$ cat src/rtl/serial_link_arbiter.sv
// rtl/serial_link_arbiter.sv - round-robin arbiter sequencing one shared 16-bit serial link; LINK_CHECK_EN enables loopback compare
module serial_link_arbiter #(
  parameter int NUM_REQ = 4,
  parameter int WIDTH   = 16,
  parameter int TIMEOUT = 64
) (
  input  logic                       clk,
  input  logic                       rst,
  input  logic [NUM_REQ-1:0]         req_valid,
  input  logic [NUM_REQ*WIDTH-1:0]   req_data,
  output logic [NUM_REQ-1:0]         req_ready,
  output logic                       rsp_valid,
  output logic [WIDTH-1:0]           rsp_data,
  output logic [$clog2(NUM_REQ)-1:0] rsp_id,
  output logic                       rsp_err,
  input  logic                       rsp_ready,
  output logic                       link_load_shift,
  output logic [WIDTH-1:0]           link_pin,
  input  logic [WIDTH-1:0]           link_pout,
  input  logic                       link_complete,
  output logic                       busy
);

  localparam int IDW = $clog2(NUM_REQ);
  localparam int TW  = $clog2(TIMEOUT) + 1;

  typedef enum logic [2:0] {
    S_IDLE,
    S_GRANT,
    S_LOAD,
    S_WAIT_START,
    S_WAIT_DONE,
    S_RESP
  } state_t;

  state_t           state;
  state_t           state_n;
  logic [IDW-1:0]   rr_ptr;
  logic [IDW-1:0]   id_q;
  logic [WIDTH-1:0] word_q;
  logic [WIDTH-1:0] rsp_data_q;
  logic             rsp_err_q;
  logic [TW-1:0]    timer;
  logic             timeout_hit;
  logic             win_found;
  logic [IDW-1:0]   win_id;
  logic [WIDTH-1:0] req_words [NUM_REQ];
  logic             check_err;

  // Unpack the flat request bus into one word per requester.
  always_comb begin
    for (int i = 0; i < NUM_REQ; i++) begin
      req_words[i] = req_data[i*WIDTH +: WIDTH];
    end
  end

  // Round-robin search: first valid requester starting at rr_ptr, wrapping.
  always_comb begin
    int             idx;
    logic [IDW-1:0] cand;
    win_found = 1'b0;
    win_id    = '0;
    idx       = 0;
    cand      = '0;
    for (int k = 0; k < NUM_REQ; k++) begin
      idx  = (int'(rr_ptr) + k) % NUM_REQ;
      cand = IDW'(idx);
      if (!win_found && req_valid[cand]) begin
        win_found = 1'b1;
        win_id    = cand;
      end
    end
  end

  assign timeout_hit = (timer == TW'(TIMEOUT - 1));

  // Loopback compare of the captured word against what was sent.
`ifdef LINK_CHECK_EN
  assign check_err = (link_pout != word_q);
`else
  assign check_err = 1'b0;
`endif

  // State register.
  always_ff @(posedge clk or negedge rst) begin
    if (!rst) begin
      state <= S_IDLE;
    end else begin
      state <= state_n;
    end
  end

  // Next-state logic and state-decoded outputs.
  always_comb begin
    state_n         = state;
    req_ready       = '0;
    link_load_shift = 1'b0;
    rsp_valid       = 1'b0;
    busy            = (state != S_IDLE);
    case (state)
      S_IDLE: begin
        if (win_found && link_complete) begin
          state_n = S_GRANT;
        end
      end
      S_GRANT: begin
        req_ready[id_q] = 1'b1;
        state_n         = S_LOAD;
      end
      S_LOAD: begin
        link_load_shift = 1'b1;
        state_n         = S_WAIT_START;
      end
      S_WAIT_START: begin
        if (!link_complete) begin
          state_n = S_WAIT_DONE;
        end else if (timeout_hit) begin
          state_n = S_RESP;
        end
      end
      S_WAIT_DONE: begin
        if (link_complete || timeout_hit) begin
          state_n = S_RESP;
        end
      end
      S_RESP: begin
        rsp_valid = 1'b1;
        if (rsp_ready) begin
          state_n = S_IDLE;
        end
      end
      default: begin
        state_n = S_IDLE;
      end
    endcase
  end

  // Datapath: winner latch, rotation pointer, phase timer and response capture.
  always_ff @(posedge clk or negedge rst) begin
    if (!rst) begin
      rr_ptr     <= '0;
      id_q       <= '0;
      word_q     <= '0;
      rsp_data_q <= '0;
      rsp_err_q  <= 1'b0;
      timer      <= '0;
    end else begin
      case (state)
        S_IDLE: begin
          if (win_found && link_complete) begin
            id_q       <= win_id;
            word_q     <= req_words[win_id];
            rsp_data_q <= '0;
            rsp_err_q  <= 1'b0;
          end
        end
        S_GRANT: begin
          rr_ptr <= (id_q == IDW'(NUM_REQ - 1)) ? '0 : id_q + 1'b1;
        end
        S_LOAD: begin
          timer <= '0;
        end
        S_WAIT_START: begin
          if (!link_complete) begin
            timer <= '0;
          end else if (timeout_hit) begin
            rsp_data_q <= '0;
            rsp_err_q  <= 1'b1;
          end else begin
            timer <= timer + 1'b1;
          end
        end
        S_WAIT_DONE: begin
          if (link_complete) begin
            rsp_data_q <= link_pout;
            rsp_err_q  <= check_err;
          end else if (timeout_hit) begin
            rsp_data_q <= '0;
            rsp_err_q  <= 1'b1;
          end else begin
            timer <= timer + 1'b1;
          end
        end
        S_RESP: begin
          if (rsp_ready) begin
            word_q <= '0;
            timer  <= '0;
          end
        end
        default: begin
          timer <= '0;
        end
      endcase
    end
  end

  assign link_pin = word_q;
  assign rsp_data = rsp_data_q;
  assign rsp_err  = rsp_err_q;
  assign rsp_id   = id_q;

endmodule

$ cat config.mk
export PLATFORM = sky130hd
export DESIGN_NAME = serial_link_arbiter
export DESIGN_NICKNAME = d
export VERILOG_FILES = /design/src/rtl/serial_link_arbiter.sv
export SDC_FILE = /design/constraint.sdc
export NUM_CORES = 1
export LEC_CHECK = 0
export CORE_MARGIN = 5
export CORE_UTILIZATION = 37
export DETAILED_ROUTE_END_ITERATION = 10
export HOLD_SLACK_MARGIN = 0.12
export PLACE_DENSITY_LB_ADDON = 0.08
export RECOVER_POWER = 25
export SYNTH_ARGS = -nofsm -noshare
export SYNTH_HDL_FRONTEND = slang
export SYNTH_SLANG_ARGS = --single-unit
$ cat constraint.sdc
create_clock -name clk -period 1.9 [get_ports clk]
set_input_delay 0.57 -clock clk [delete_from_list [all_inputs] [get_ports clk]]
set_output_delay 0.57 -clock clk [all_outputs]
set_load 0.1 [all_outputs]
After elaboration in Yosys (flattened, before gate mapping) --
Index checks and enable logic that the tools add are counted.
Storage, ports and cells: flip-flop bits (word level) 47
Operators by class: add/sub/neg operators 5, magnitude comparators 7, equal/unequal tests 13, multiplexer cells 49, bitwise operators 2, reductions and logical operators 19
Operators by type and width (count):
- $mux W16 | 8
- $pmux W16 S3 | 1
- $bmux W16 S2 | 1
- $pmux W16 S2 | 1
- $mux W7 | 4
- $pmux W7 S4 | 1
- $pmux W3 S6 | 1
- $lt A2 B3 Y1 const B | 5
- $mux W1 | 15
- $mux W3 | 5
- $mux W2 | 5
- $ne A2 B2 Y1 const B | 5
- $reduce_and A3 Y1 | 3
- $bmux W1 S2 | 4
- $add A7 B1 Y7 const B | 1
- $eq A7 B6 Y1 const B | 1
- $eq A3 B2 Y1 const B | 2
- $eq A3 B3 Y1 const B | 2
- $reduce_bool A3 Y1 | 2
- $logic_and A1 B1 Y1 | 5
- $add A2 B1 Y2 const B | 2
- $add A2 B2 Y2 const B | 2
- $mux W4 | 1
- $reduce_and A4 Y1 | 1
- other kinds (15) | 17

Logic depth before layout (Yosys ltp) --
Gate-level depths: netlist of run 1.
depth in word-level cells 18, mapped depth 8, depth with buffers taken out 6

Least setup slack after synthesis of run 1 --
OpenSTA, ideal clock, no wires.
path type flip-flop to output port, start reg state[1], end out link_load_shift, arrival time 2.838 ns, data required time 1.330 ns, slack -1.508 ns, cell stages (with the launch flop) 4, path buffers 1, cell sequence dfrtp_1 clkbuf_1 inv_1 nor3_1
On the way: word-level cells in the longest chain between the ends 2
Ends and longest elaborated chain:
- start: declaration | RTL line 36 | state_t state;
- start signal: assignment | RTL line 89 | state <= state_n;
- $eq A3 B2 Y1 | RTL line 100 | case (state)
- $mux W1 | RTL line 100
- end: declaration | RTL line 17 | output logic link_load_shift,
No other way between the ends.

Worst setup path in the final report of run 1 --
start reg state[1], end out req_ready[0]
On the way: word-level cells in the longest chain between the ends 2
Ends and longest elaborated chain:
- $eq A3 B1 Y1 | RTL line 100
- $mux W4 | RTL line 100
- end: declaration | RTL line 11 | output logic [NUM_REQ-1:0] req_ready,
No other way between the ends.

==> flow_summary.toml, run 1 <==
[placement]
gp_congestion = 0.848
port_buffers = 129
pre_cts_ws_ps = -581
dp_hpwl_mm = 6.90

[clocking]
clockRootBuffer = "clkbuf_8"
numClockSinks = 47
cts_tree = "yes"
hold_buffers = 0
h-tree-depth = 2
clockBufferDepth = 2
worst_setup_hold_path_clk_slew_ps = 90
clk_latency_ps = 300
cts_made_buffers = 5

[pwr]
power.leakage_nw = 2.29
finalPower_mw = 9.85
cellPowerDensity_mw_per_mm2 = 1850
ir_worst_vdd_uv = 926

[outcome]
violations = "negative setup slack"
status = "complete, but fails checks"

[finish]
post-route-util_pct = 73.4
final_common_cell = "clkdlybuf4s50_1"
layout_common_cells = "clkdlybuf4s50_1 (81), buf_4 (47), buf_12 (45)"
seqCellArea_mm2 = 0.00119
drive_above_1_share_pct = 34.5
nNetsFinal = 561
syn2layout_area_growth_pct = 93.3
num-fill-cells = 517
multi_input_area_mm2 = 0.00161
diodes = 0

[setup_path]
r2r_setup_slack_ps = 20
reg2reg_from = "state[1]$_DFFE_PN0P_"
setup.worst_path.end_class = "primary output"
path_buf_inv = 2
r2r_end = "state[2]$_DFFE_PN0P_"
path_cells = "nor2b_2 > buf_6 > and3_4 > buf_12"
r2r_cells = 7
crit_path_end = "req_ready[0]"
crit_type = "reg -> out"
path_depth = 4
slowest_stage = "dfrtp_2"
crit_start = "state[1]$_DFFE_PN0P_"
cpPeakStageDelay_ps = 460
path_max_fanout = 6
cp.required_ps = 1330
cp.arrival_ps = 1450
cp-start-kind = "flop"
critical_path.top_delay_family = "flip-flops"

[timing]
slew_viol_final = 0
hold_violations = 0
fin_crit_sh_pct = 107
slew_headroom_pct = 21.3
worst_hold_slack_ps = 553
worst_pin_slew_ps = 1180
fin_skew_ps = 8.28
finalSetupViolCount = 6
fin_crit_ps = 2030
max_freq_mhz = 494
rsz0062_at_grt = "true"
setup_slack_ps = -125

[yosys]
synth.top_cell.area_share_pct = 42.7
seq_area_frac_synth_pct = 42.7
yosys.area.top_type = "dfrtp_1"
ys.flop_type = "dfrtp_1"
syn_nets = 384
ys_types = 43
synthTopCellsByArea = "dfrtp_1 (43%), mux2i_1 (6.5%), a211o_1 (5.1%), o21ai_0 (4.4%), nand2_1 (4.4%)"
yosysWarnings = 0
syn_inst = 291
ys_seq_elements = 47
avgSynthCellArea_um2 = 9.46
async_flop_share_pct = 100
syn_area_mm2 = 0.00275
synth-edff-count = 0

[grt]
grt_pass1_wl_mm = 15.0
grtUsageTotal_pct = 20.7
gr-usage-met2_pct = 36.5
grt_max_degree = 48
met1_usage_pct = 24.6
antenna_found_initial = 0
overflow = 0
met3_usage_pct = 5.24
globalRoute.busiestLayer = "met2"
first_global_vias = 3193

[worst_hold_path]
holdPathStages = 2
hold_path_class = "reg -> reg"

[floorplanning]
placementRows = 31
die_h_um = 96.3
ios = 130
start_util_pct = 38.0
die_area_mm2 = 0.00927
die_w_um = 96.3
core_area_mm2 = 0.00725

[detailed_routing]
first_pass_iters = 4
vias = 2978
drt_iter0_drc = 62
vias_per_cell = 5.24
drc = 0
wire_per_inst_um = 16.5
wirelength_mm = 9.38
drtAntennaViolNets = 0

[run]
drv_cap = 0
routing by layer:
layer	routed length [um]	up-vias
met3	514	13
met5	0	-
met4	108	0
li1	-	1426
met2	5000	100
met1	3760	1439
report_power, final:
group	switching, mW	total (mW)	internal (mW)
sequential	0.489	1.91	1.42
combinational	4.20	7.06	2.86
clock	0.355	0.880	0.525
registers in the layout (all words and copies together), names as in the netlist:
name      flops
timer         7
rr_ptr        2
link_pin     16
state         3
rsp_data     16
rsp_err       1
rsp_id        2
cell type report:
type                            count  share of cell area [%]
Inverter                           10                   0.893
Timing Repair Buffer              189                    41.6
Multi-Input combinational cell    215                    30.3
Clock buffer                        5                    1.29
Tap cell                           99                    2.33
Clock inverter                      3                    1.27
Sequential cell                    47                    22.3
through the flow:
stage	std cells	setup TNS, ps	area [um2]
finish	568	-594	5320
global route	568	-1100	5320
detailed placement	544	-20520	4910
CTS	568	-275	5310
global placement	544	-19630	4910
floorplan	291	-1410	2790
how the worst min path moves through the flow:
| stage | slack [ps] | start | end |
|---|---|---|---|
| 2_1_floorplan | 270 | rst | link_pin[0]$_DFFE_PN0P_ |
| 3_3_place_gp | 540 | timer[5]$_DFFE_PN0P_ | timer[5]$_DFFE_PN0P_ |
| 3_5_place_dp | 540 | timer[5]$_DFFE_PN0P_ | timer[5]$_DFFE_PN0P_ |
| 4_1_cts | 240 | rst | state[1]$_DFFE_PN0P_ |
| 5_1_grt | 580 | timer[5]$_DFFE_PN0P_ | timer[5]$_DFFE_PN0P_ |
| 6_report | 550 | timer[5]$_DFFE_PN0P_ | timer[5]$_DFFE_PN0P_ |
cell usage after synthesis, drive strengths merged (8+ instances only):
library cell	n
a22o	17
a211o	16
o211ai	16
clkbuf	11
buf	8
nand3	19
mux2i	18
o21ai	24
inv	10
nand2	32
nor2	14
a21oi	10
dfrtp	47
kinds of logic (layout without fill, tap and decap cells):
family / after synthesis / count (layout) / share of synthesized area (%)
buffers and inverters: 29 / 207 / 4.54
muxes: 18 / 18 / 6.54
adders and majority gates: 5 / 5 / 2.27
DFF: 47 / 47 / 42.7
AOI/OAI and AO/OA: 98 / 98 / 26.4
xor gates and xnor gates: 5 / 5 / 1.59
and+or+nand+nor: 89 / 89 / 15.9
worst register-to-register path, cell delays in order (launching register included):
cell and delay (ps):
dfrtp_2 460, buf_12 140, buf_4 140, or3b_2 460, o21ai_2 120, a221o_1 240, nor2_1 60, o22ai_1 170
repair_timing:
action | in CTS | in global routing
pin swaps | 11 | 7
cloned | 1 | 0
setup buffers | 16 | 2
gates resized for setup | 46 | 21
endpoints found under the setup margin | 43 | 30
Power figures use the tool's default switching activity.
==> run 2, diff against run 1 <==
- SLEW_MARGIN: unset -> 20
==> results of run 2 <==
The final DEF is identical to that of run 1; final timing and power are the same.
==> run 3, diff against run 2 <==
--- a/config.mk
+++ b/config.mk
@@ -7,4 +7,5 @@
 export LEC_CHECK = 0
+export ABC_AREA = 1
 export CORE_MARGIN = 5
-export CORE_UTILIZATION = 37
+export CORE_UTILIZATION = 39
 export DETAILED_ROUTE_END_ITERATION = 10
--- a/constraint.sdc
+++ b/constraint.sdc
@@ -3,2 +3,2 @@
 set_output_delay 0.57 -clock clk [all_outputs]
-set_load 0.1 [all_outputs]
+set_load 0.05 [all_outputs]
==> run 3 against run 2 <==
The run still ends with negative setup slack left. Wire length increased by 15%. Hold slack got worse by 66 ps. Sequential power decreased by 15%. Register-to-register slack got worse by 80 ps. Critical path depth increased by 8. Maximum frequency increased by 3.2%. Flip-flop and latch count unchanged. Non-clock buffer count increased by 7. Synthesized cell count increased by 46%. Final cell count increased by 27%. Design area increased by 4.0%. Core utilization decreased by 0.64 points.
==> flow_summary.toml, run 3 <==
[setup_path]
cp-start-kind = "flop"
crit_type = "reg -> reg"
r2r_end = "link_pin[10]$_DFFE_PN0P_"
reg2reg_from = "rr_ptr[0]$_DFFE_PN0P_"
path_buf_inv = 3
path_cells = "buf_12 > nand2_4 > nand2_4 > buf_4 > buf_4 > o21ai_2 > nand3_2 > nand3_2 > nand2_4 > nor2_4 > nand2_1 > nand3_2"
cpPeakStageDelay_ps = 490
path_max_fanout = 8
path_depth = 12
slowest_stage = "dfrtp_2"
cp.arrival_ps = 2210
critical_path.top_delay_family = "simple AND/OR/NAND/NOR gates"
crit_path_end = "link_pin[10]$_DFFE_PN0P_"
r2r_cells = 12
cp.required_ps = 2150
crit_start = "rr_ptr[0]$_DFFE_PN0P_"
setup.worst_path.end_class = "flop"
r2r_setup_slack_ps = -60

[finish]
nNetsFinal = 710
layout_common_cells = "nand2_1 (105), clkdlybuf4s50_1 (82), buf_4 (81)"
post-route-util_pct = 72.8
syn2layout_area_growth_pct = 85.3
diodes = 0
drive_above_1_share_pct = 38.7
final_common_cell = "nand2_1"
fin_cells = 720

[pwr]
sequentialPowerShare_pct = 14.5
power.leakage_nw = 2.69
clkPwrFrac_pct = 6.9
p_int_mw = 5.62
finalPower_mw = 11.2
ir_worst_vdd_uv = 1010
swShare_pct = 49.7
cellPowerDensity_mw_per_mm2 = 2020
comb_power_share_pct = 78.6
p_sw_mw = 5.55

[clocking]
clk_latency_ps = 300
numClockSinks = 47
clockBufferDepth = 2
cts_made_buffers = 5
worst_setup_hold_path_clk_slew_ps = 100
cts_tree = "yes"
h-tree-depth = 2
clockRootBuffer = "clkbuf_8"

[timing]
max_freq_mhz = 510
hold_violations = 0
rsz0062_at_grt = "true"
slew_headroom_pct = 17.0
finalSetupViolCount = 21
fin_skew_ps = 6.41
worst_hold_slack_ps = 486
setup_slack_ps = -62.1
fin_crit_sh_pct = 103
fin_crit_ps = 1960
worst_pin_slew_ps = 1250
slew_viol_final = 0

[run]
drv_cap = 0

[yosys]
seq_area_frac_synth_pct = 39.4
syn_nets = 518
yosysWarnings = 0
synth_common_cells = "nand2_1 (135), inv_1 (65), dfrtp_1 (47), nand3_1 (47), o21ai_0 (33)"
synthTopCellsByArea = "dfrtp_1 (39%), nand2_1 (17%), inv_1 (8.2%), nand3_1 (7.9%), o21ai_0 (5.5%)"
ys_types = 30
syn_area_mm2 = 0.00299
synth_most_common_cell = "nand2_1"
async_flop_share_pct = 100
ys_seq_elements = 47
synth-edff-count = 0
yosys.area.top_type = "dfrtp_1"
synth.top_cell.area_share_pct = 39.4
syn_inst = 425
ys.flop_type = "dfrtp_1"
avgSynthCellArea_um2 = 7.03

[worst_hold_path]
hold_path_class = "reg -> reg"

[floorplanning]
die_w_um = 97.5
die_h_um = 97.5
ios = 130
core_area_mm2 = 0.00761
die_area_mm2 = 0.00951
placementRows = 32
start_util_pct = 39.3

[placement]
port_buffers = 129
gp_congestion = 0.854
place_inst = 669
dp_hpwl_mm = 6.96

[detailed_routing]
wire_per_inst_um = 15.0
first_pass_iters = 4
vias_per_cell = 4.99
drtAntennaViolNets = 0
wirelength_mm = 10.8
drt_iter0_drc = 157
drc = 0
vias = 3592

[grt]
overflow = 0
grtUsageTotal_pct = 21.7
grt_max_degree = 23
grt_pass1_wl_mm = 17.1
antenna_found_initial = 0
first_global_vias = 3682

[outcome]
status = "complete, but fails checks"
violations = "negative setup slack"
## run 3: per-stage QoR
stage	instance area, um2	TNS [ps]	setup WS, ps
2_1_floorplan	3010	-160	-53.2
3_3_place_gp	4560	-15970	-468
3_5_place_dp	4560	-17360	-518
4_1_cts	5200	-196	-59.6
5_1_grt	5540	-4460	-156
6_report	5540	-749	-62.1
## run 3: cell families (layout without fill, tap and decap cells)
group,Yosys count,count (layout),synth area share (%)
AND/OR/NAND/NOR,236,237,35.5
buffers and inverters,81,273,11.6
AO/OA/AOI/OAI,55,55,11.1
flip-flops,47,47,39.4
adder cells (fa/ha/maj),5,5,2.09
XOR/XNOR,1,1,0.293
## run 3: how the worst min path moves through the flow
stage	start	endpoint	slack, ps	depth (start not counted)
floorplan	rst	link_pin[0]$_DFFE_PN0P_	270	0
global placement	link_pin[15]$_DFFE_PN0P_	link_pin[15]$_DFFE_PN0P_	470	2
detailed placement	link_pin[3]$_DFFE_PN0P_	link_pin[3]$_DFFE_PN0P_	470	2
CTS	rst	link_pin[10]$_DFFE_PN0P_	260	1
global route	link_pin[6]$_DFFE_PN0P_	link_pin[6]$_DFFE_PN0P_	510	2
finish	link_pin[6]$_DFFE_PN0P_	link_pin[6]$_DFFE_PN0P_	490	2
## run 3: cell type report
cell class	count	area (um2)
repair inverters	1	5.00
clock inverters	3	47.5
multi-input cells	298	1870
flip-flops and latches	47	1180
fillers	569	2070
clock buffers	5	68.8
inverters	68	273
repair buffers	196	1960
well taps	102	128
## run 3: routing by layer
| layer | up-vias | global-route usage (%) | part of all wire, % |
|---|---|---|---|
| li1 | 1750 | - | - |
| met1 | 1700 | 25.2 | 39 |
| met2 | 119 | 38.6 | 52 |
| met3 | 23 | 5.89 | 6.0 |
| met4 | 0 | 6.71 | 2.7 |
| met5 | - | 0 | 0 |
## run 3: what timing repair did
item	4_1_cts	5_1_grt
pin swaps	20	47
cloned	6	2
setup endpoints to repair	39	49
hold buffers	0	0
gates resized for setup	76	84
buffers inserted	25	13
## run 3: worst min-delay path: cells and delay by family, from the launching register on
family           cells  cell delay [ps]
flip-flops           1              350
AND/OR/NAND/NOR      2              100
## run 3: power by group through the flow
stage                     logic, mW  clock network [mW]  registers [mW]
after floorplan                3.11                   0            2.33
after global placement         5.62                   0            1.61
after detailed placement       5.70                   0            1.62
after CTS                      7.79               0.789            1.58
after global routing           9.40               0.841            1.66
final                          8.78               0.773            1.62
==> RTL edit 1, RTL diff (flow settings as in run 3) <==
Set the parameter `WIDTH` to 20 (it was 16).
--- a/src/rtl/serial_link_arbiter.sv
+++ b/src/rtl/serial_link_arbiter.sv
@@ -1,7 +1,7 @@
 // rtl/serial_link_arbiter.sv - round-robin arbiter sequencing one shared 16-bit serial link; LINK_CHECK_EN enables loopback compare
 module serial_link_arbiter #(
   parameter int NUM_REQ = 4,
-  parameter int WIDTH   = 16,
+  parameter int WIDTH   = 20,
   parameter int TIMEOUT = 64
 ) (
   input  logic                       clk,
Interface: changed (resized link_pin, link_pout, req_data and rsp_data); port bits go from 130 to 158. No check against the original RTL was run, so the function may have changed too.
==> RTL edit 1 against run 3 <==
  * The run still ends with negative setup slack left
  * Total power is 3.4% higher
  * Clock power is 9.4% lower
  * Maximum frequency is 2.4% lower
  * Area after synthesis is 18% higher
  * Final area is 8.5% higher
  * Critical path depth is 2 higher
  * Worst setup slack worse by 0.047 ns
  * Critical path type unchanged
  * Wire length is 19% higher
  * Sequential cell count is 8 higher
==> RTL edit 1: results (changes against run 3) <==
Global routing
  • Pin count of the biggest net entering global routing: 42 (+83%)
  • First-pass GRT wire length: 20.00 mm (+17%)
  • Gr usage total: 0.2172 (+0.0003994)

Power
  • Worst VDD drop: 0.001016 V (+0.84%)
  • LEAKAGE: 2.879 nW (+6.9%)

Run status
  • Status: complete, but fails checks
  • Failing checks: negative setup slack

Detailed routing
  • Routed vias: 4,099 (+14%)
  • Total length of routed wires: 12.86 mm (+19%)
  • Vias per cell: 5.143 (+3.1%)
  • DR iter-0 viols: 182 (+16%)

Synthesis
  • Synth cell types: 29 (-3.3%)
  • Seq/Total Area, Yosys: 0.3890 (-0.004832)
  • Top cells by area, synth: dfrtp_1 39%, nand2_1 15%, nand3_1 11%
  • Yosys reg bits: 55 (+17%)
  • Synth Area in Adders: 0.01768 (-0.003266)
  • XOR/XNOR Fraction of Synth Area: 0 (-0.002933)
  • Commonest cells post-synth: 145 x nand2_1, 75 x nand3_1, 55 x dfrtp_1
  • Syn nets: 603 (+16%)
  • Synth Area in Compound Gates: 0.08451 (-0.02609)

Timing
  • Relative slew slack: 0.3598 (+0.1901)
  • Setup tns final: -3.501 ns (-2.752 ns)
  • Hold WS: 0.3719 ns (-0.1144 ns)
  • Clock skew: 0.003579 ns (-0.002836 ns)
  • Final worst setup slack: -0.1093 ns (-0.04728 ns)
  • Setup violators final: 45 (+110%)

Placement
  • Placed insts: 762 (+14%)
  • I/O Buffers: 157 (+22%)
  • DP HPWL: 9.035 mm (+30%)
  • Placed cell area: 0.005398 mm^2 (+18%)
  • Routability cong.: 0.9139 (+7.0%)
  • Pre-CTS setup slack: -0.8212 ns (-0.3028 ns)

Layout
  • Count of plain and timing-repair buffers: 219 (+12%)
  • Data buffer area share: 0.3660 (+0.01176)
  • Multi-input gate share of the layout cell area: 0.3301 (-0.008017)
  • Layout cell share with drive strength beyond 1: 0.2990 (-0.08775)
  • Logic inverters: 55 (-20%)
  • Fillcell total: 725 (+27%)
  • # nets final: 801 (+13%)
  • #MultiIn Comb: 352 (+18%)
  • Fin area: 0.006007 mm^2 (+8.5%)
  • ClkCell Share: 0.01604 (-0.004983)

Hold path
  • Hold Crit Class: input port to async pin

Clock tree
  • Clock latency on the worst-skew pair: around 0.31 ns
  • Post-CTS Setup Repair Bufs: 15 (-40%)
  • Post_cts resized: 55 (-28%)

Critical path
  • CP max FO: 7 (-1)
  • WP data arrival: 2.23 ns (+0.02 ns)
  • Reg2reg end: rsp_data[0]$_DFFE_PN0P_
  • CP top delay family: buffers and inverters
-- RTL edit 1: cell types whose count changed in the layout (fill, tap and decap cells not counted), moves of 4 or more --
cell | before | now
dfrtp_1 | 43 | 53
nand2_1 | 105 | 132
clkdlybuf4s50_1 | 82 | 101
o21ai_1 | 20 | 2
nand3_2 | 25 | 8
nand2_2 | 25 | 17
o21ai_2 | 15 | 21
buf_12 | 12 | 16
buf_6 | 10 | 5
nand3_1 | 22 | 68
inv_1 | 51 | 40
nand2_4 | 10 | 6
nand4_1 | 17 | 42
buf_4 | 81 | 85
-- RTL edit 1: routing by layer --
layer	routed length, um	track usage
met5	0	0
met4	223	0.04749
met3	1017	0.06235
met2	6229	0.3543
met1	5391	0.2869
-- RTL edit 1: power by group --
group	switching (mW)	internal [mW]
clock	0.425	0.274
combinational	5.25	3.69
sequential	0.308	1.60
==> RTL edit 2, RTL diff (settings of run 3) <==
Without the edit above. Re-encode `state_t` (6 states) as one-hot, 6 bits wide.
--- a/src/rtl/serial_link_arbiter.sv
+++ b/src/rtl/serial_link_arbiter.sv
@@ -24,13 +24,13 @@
   localparam int IDW = $clog2(NUM_REQ);
   localparam int TW  = $clog2(TIMEOUT) + 1;
 
-  typedef enum logic [2:0] {
-    S_IDLE,
-    S_GRANT,
-    S_LOAD,
-    S_WAIT_START,
-    S_WAIT_DONE,
-    S_RESP
+  typedef enum logic [5:0] {
+    S_IDLE       = 6'b000001,
+    S_GRANT      = 6'b000010,
+    S_LOAD       = 6'b000100,
+    S_WAIT_START = 6'b001000,
+    S_WAIT_DONE  = 6'b010000,
+    S_RESP       = 6'b100000
   } state_t;
 
   state_t           state;
Function: no difference found for any inputs over 10 cycles, from zero or initial values and one cycle with rst low; not proved beyond that.
==> RTL edit 2 against run 3 <==
  * The flow still finishes with violations (negative setup slack)
  * Clock skew rose by 0.0037 ns
  * Sequential cell count rose by 3
  * Final area rose by 15%
  * Synthesized cell count rose by 2.6%
  * Wire length rose by 33%
  * Worst setup slack got worse by 0.24 ns
  * Area after synthesis rose by 5.5%
  * Via count rose by 14%
  * Total power rose by 8.6%
  * Largest cell class is now multi-input combinational cells
==> RTL edit 2: results (changes against run 3) <==
Layout
  • # nets final: 729 (+2.7%)
  • Layout cell share with drive strength beyond 1: 0.4867 (+0.09992)
  • Diodes inserted: 0 (unchanged)
  • Fillcell total: 443 (-22%)

Global routing
  • GRT overflow: 0 (unchanged)
  • Initial antenna violation count: 0 (unchanged)
  • Pin count of the biggest net entering global routing: 51 (+120%)
  • Vias in the first global route: 4,171 (+13%)
  • First-pass GRT wire length: 20.03 mm (+17%)
  • Gr usage total: 0.2495 (+0.03269)

Critical path
  • WP data arrival: 2.45 ns (+0.24 ns)
  • Worst path max stage delay: 0.52 ns (+0.03 ns)
  • CP max FO: 14 (+6)
  • Slowest-stage cell, CP: dfrtp_2
  • CP top delay family: simple AND/OR/NAND/NOR gates

Clock tree
  • Worst-case clock buffer depth: 2 (unchanged)
  • Cts hold-fix bufs: 0 (unchanged)
  • CTS Buf Count: 5 (unchanged)
  • CTS root buf: clkbuf_8
  • Reg clk slew, reported paths: 0.10 ns (about the same)
  • CTS H-tree lvls: 2 (unchanged)
  • Clock latency on the worst-skew pair: 0.31 ns

Detailed routing
  • Vias per cell: 5.530 (+11%)
  • DR iter-0 viols: 210 (+34%)
  • DR pass1 iterations: 5 (+1)
  • Total length of routed wires: 14.33 mm (+33%)
  • Final ANT Viol Nets: 0 (unchanged)

Placement
  • DP HPWL: 7.598 mm (+9.1%)
  • I/O Buffers: 129 (unchanged)
  • Routability cong.: 0.9132 (+6.9%)
  • Pre-CTS setup slack: -0.5081 ns (+0.01028 ns)

Timing
  • Setup violators final: 44 (+110%)
  • Clock skew: 0.01009 ns (+0.003676 ns)
  • Final worst setup slack: -0.3000 ns (-0.2379 ns)
  • Setup tns final: -6.781 ns (-6.032 ns)
  • Slew of the pin with the lowest slew margin: 1.273 ns (+0.02787 ns)

Synthesis
  • Seq/Total Area, Yosys: 0.3974 (+0.003580)
  • Post-synth ARST share: 1.000 (unchanged)
  • Syn nets: 529 (+2.1%)
  • Commonest cells post-synth: 150 x nand2_1, 79 x nand3_1, 49 x dfrtp_1
  • Top cells by area, synth: dfrtp_1 39%, nand2_1 18%, nand3_1 13%
  • Synth cell types: 34 (+13%)
  • Synth warnings: 0 (unchanged)

Power
  • LEAKAGE: 3.018 nW (+12%)
  • Worst VDD drop: 0.001263 V (+25%)

Hold path
  • Hold Crit Class: flop to flop

Run status
  • Status: complete, but fails checks
  • Failing checks: negative setup slack
-- RTL edit 2: cell families after synthesis --
logic type,count (synthesis),synth area share
and+or+nand+nor,300,0.4462
DFF,50,0.3974
adders and majority gates,5,0.01985
xor gates and xnor gates,3,0.008338
buffers and inverters,58,0.08813
AOI/OAI and AO/OA,20,0.04009
-- RTL edit 2: final cells by class --
cell class | count | area, um^2 | share of cell area
Timing Repair inverter | 1 | 7.507 | 0.001183
Sequential cell | 50 | 1259 | 0.1984
Clock inverter | 3 | 43.79 | 0.006903
Timing Repair Buffer | 211 | 2242 | 0.3535
Tap cell | 102 | 127.6 | 0.02012
Clock buffer | 5 | 68.82 | 0.01085
Multi-Input combinational cell | 329 | 2445 | 0.3854
Inverter | 38 | 150.1 | 0.02367
-- RTL edit 2: final timing paths --
kind,start,to,slack (ns),cells past startpoint
hold reg to reg,link_pin[0]$_DFFE_PN0P_,link_pin[0]$_DFFE_PN0P_,0.49,2
min in group asynchronous,rst,timer[6]$_DFFE_PN0P_,0.61,2
setup / recovery,rr_ptr[0]$_DFFE_PN0P_,link_pin[8]$_DFFE_PN0P_,-0.30,14
setup reg to reg,rr_ptr[0]$_DFFE_PN0P_,link_pin[8]$_DFFE_PN0P_,-0.30,14
max in group asynchronous,rst,rr_ptr[0]$_DFFE_PN0P_,0.44,2
hold / removal,link_pin[0]$_DFFE_PN0P_,link_pin[0]$_DFFE_PN0P_,0.49,2
-- RTL edit 2: where the power goes --
part	switching (mW)	internal, mW	leakage, nW
clock	0.385	0.396	0.0585
combinational	5.51	4.23	2.30
sequential	0.268	1.34	0.663
-- RTL edit 2: metal layers --
| metal | up-vias | wire length, um | track usage |
|---|---|---|---|
| met4 | 0 | 578 | 0.09874 |
| met2 | 207 | 7648 | 0.4659 |
| li1 | 1863 | - | - |
| met1 | 1969 | 5127 | 0.2715 |
| met3 | 48 | 976 | 0.05490 |
| met5 | - | 0 | 0 |
-- RTL edit 2: through the flow --
stage,cell area (um^2),std cells
after floorplan,3292,436
final,6344,739
after detailed placement,4893,682
after global routing,6344,739
after CTS,5979,727
after global placement,4893,682
-- RTL edit 2: what timing repair did --
| item | CTS | global route |
|---|---|---|
| endpoints found under the setup margin | 45 | 51 |
| setup buffers | 26 | 14 |
| gates cloned | 12 | 1 |
| pin swaps | 66 | 48 |
| gates resized for setup | 140 | 75 |
-- RTL edit 2: worst register-to-register path, stage by stage, from the launching register on --
cell	delay, ns
dfrtp_2	0.52
clkinvlp_4	0.22
nand2_2	0.14
nand2_4	0.07
nand2_2	0.06
nand2_2	0.06
nand2_4	0.08
nand2_2	0.07
nand2_4	0.08
buf_6	0.13
buf_4	0.20
nand4_1	0.20
nand3_4	0.16
nand3_2	0.10
nand2_1	0.07
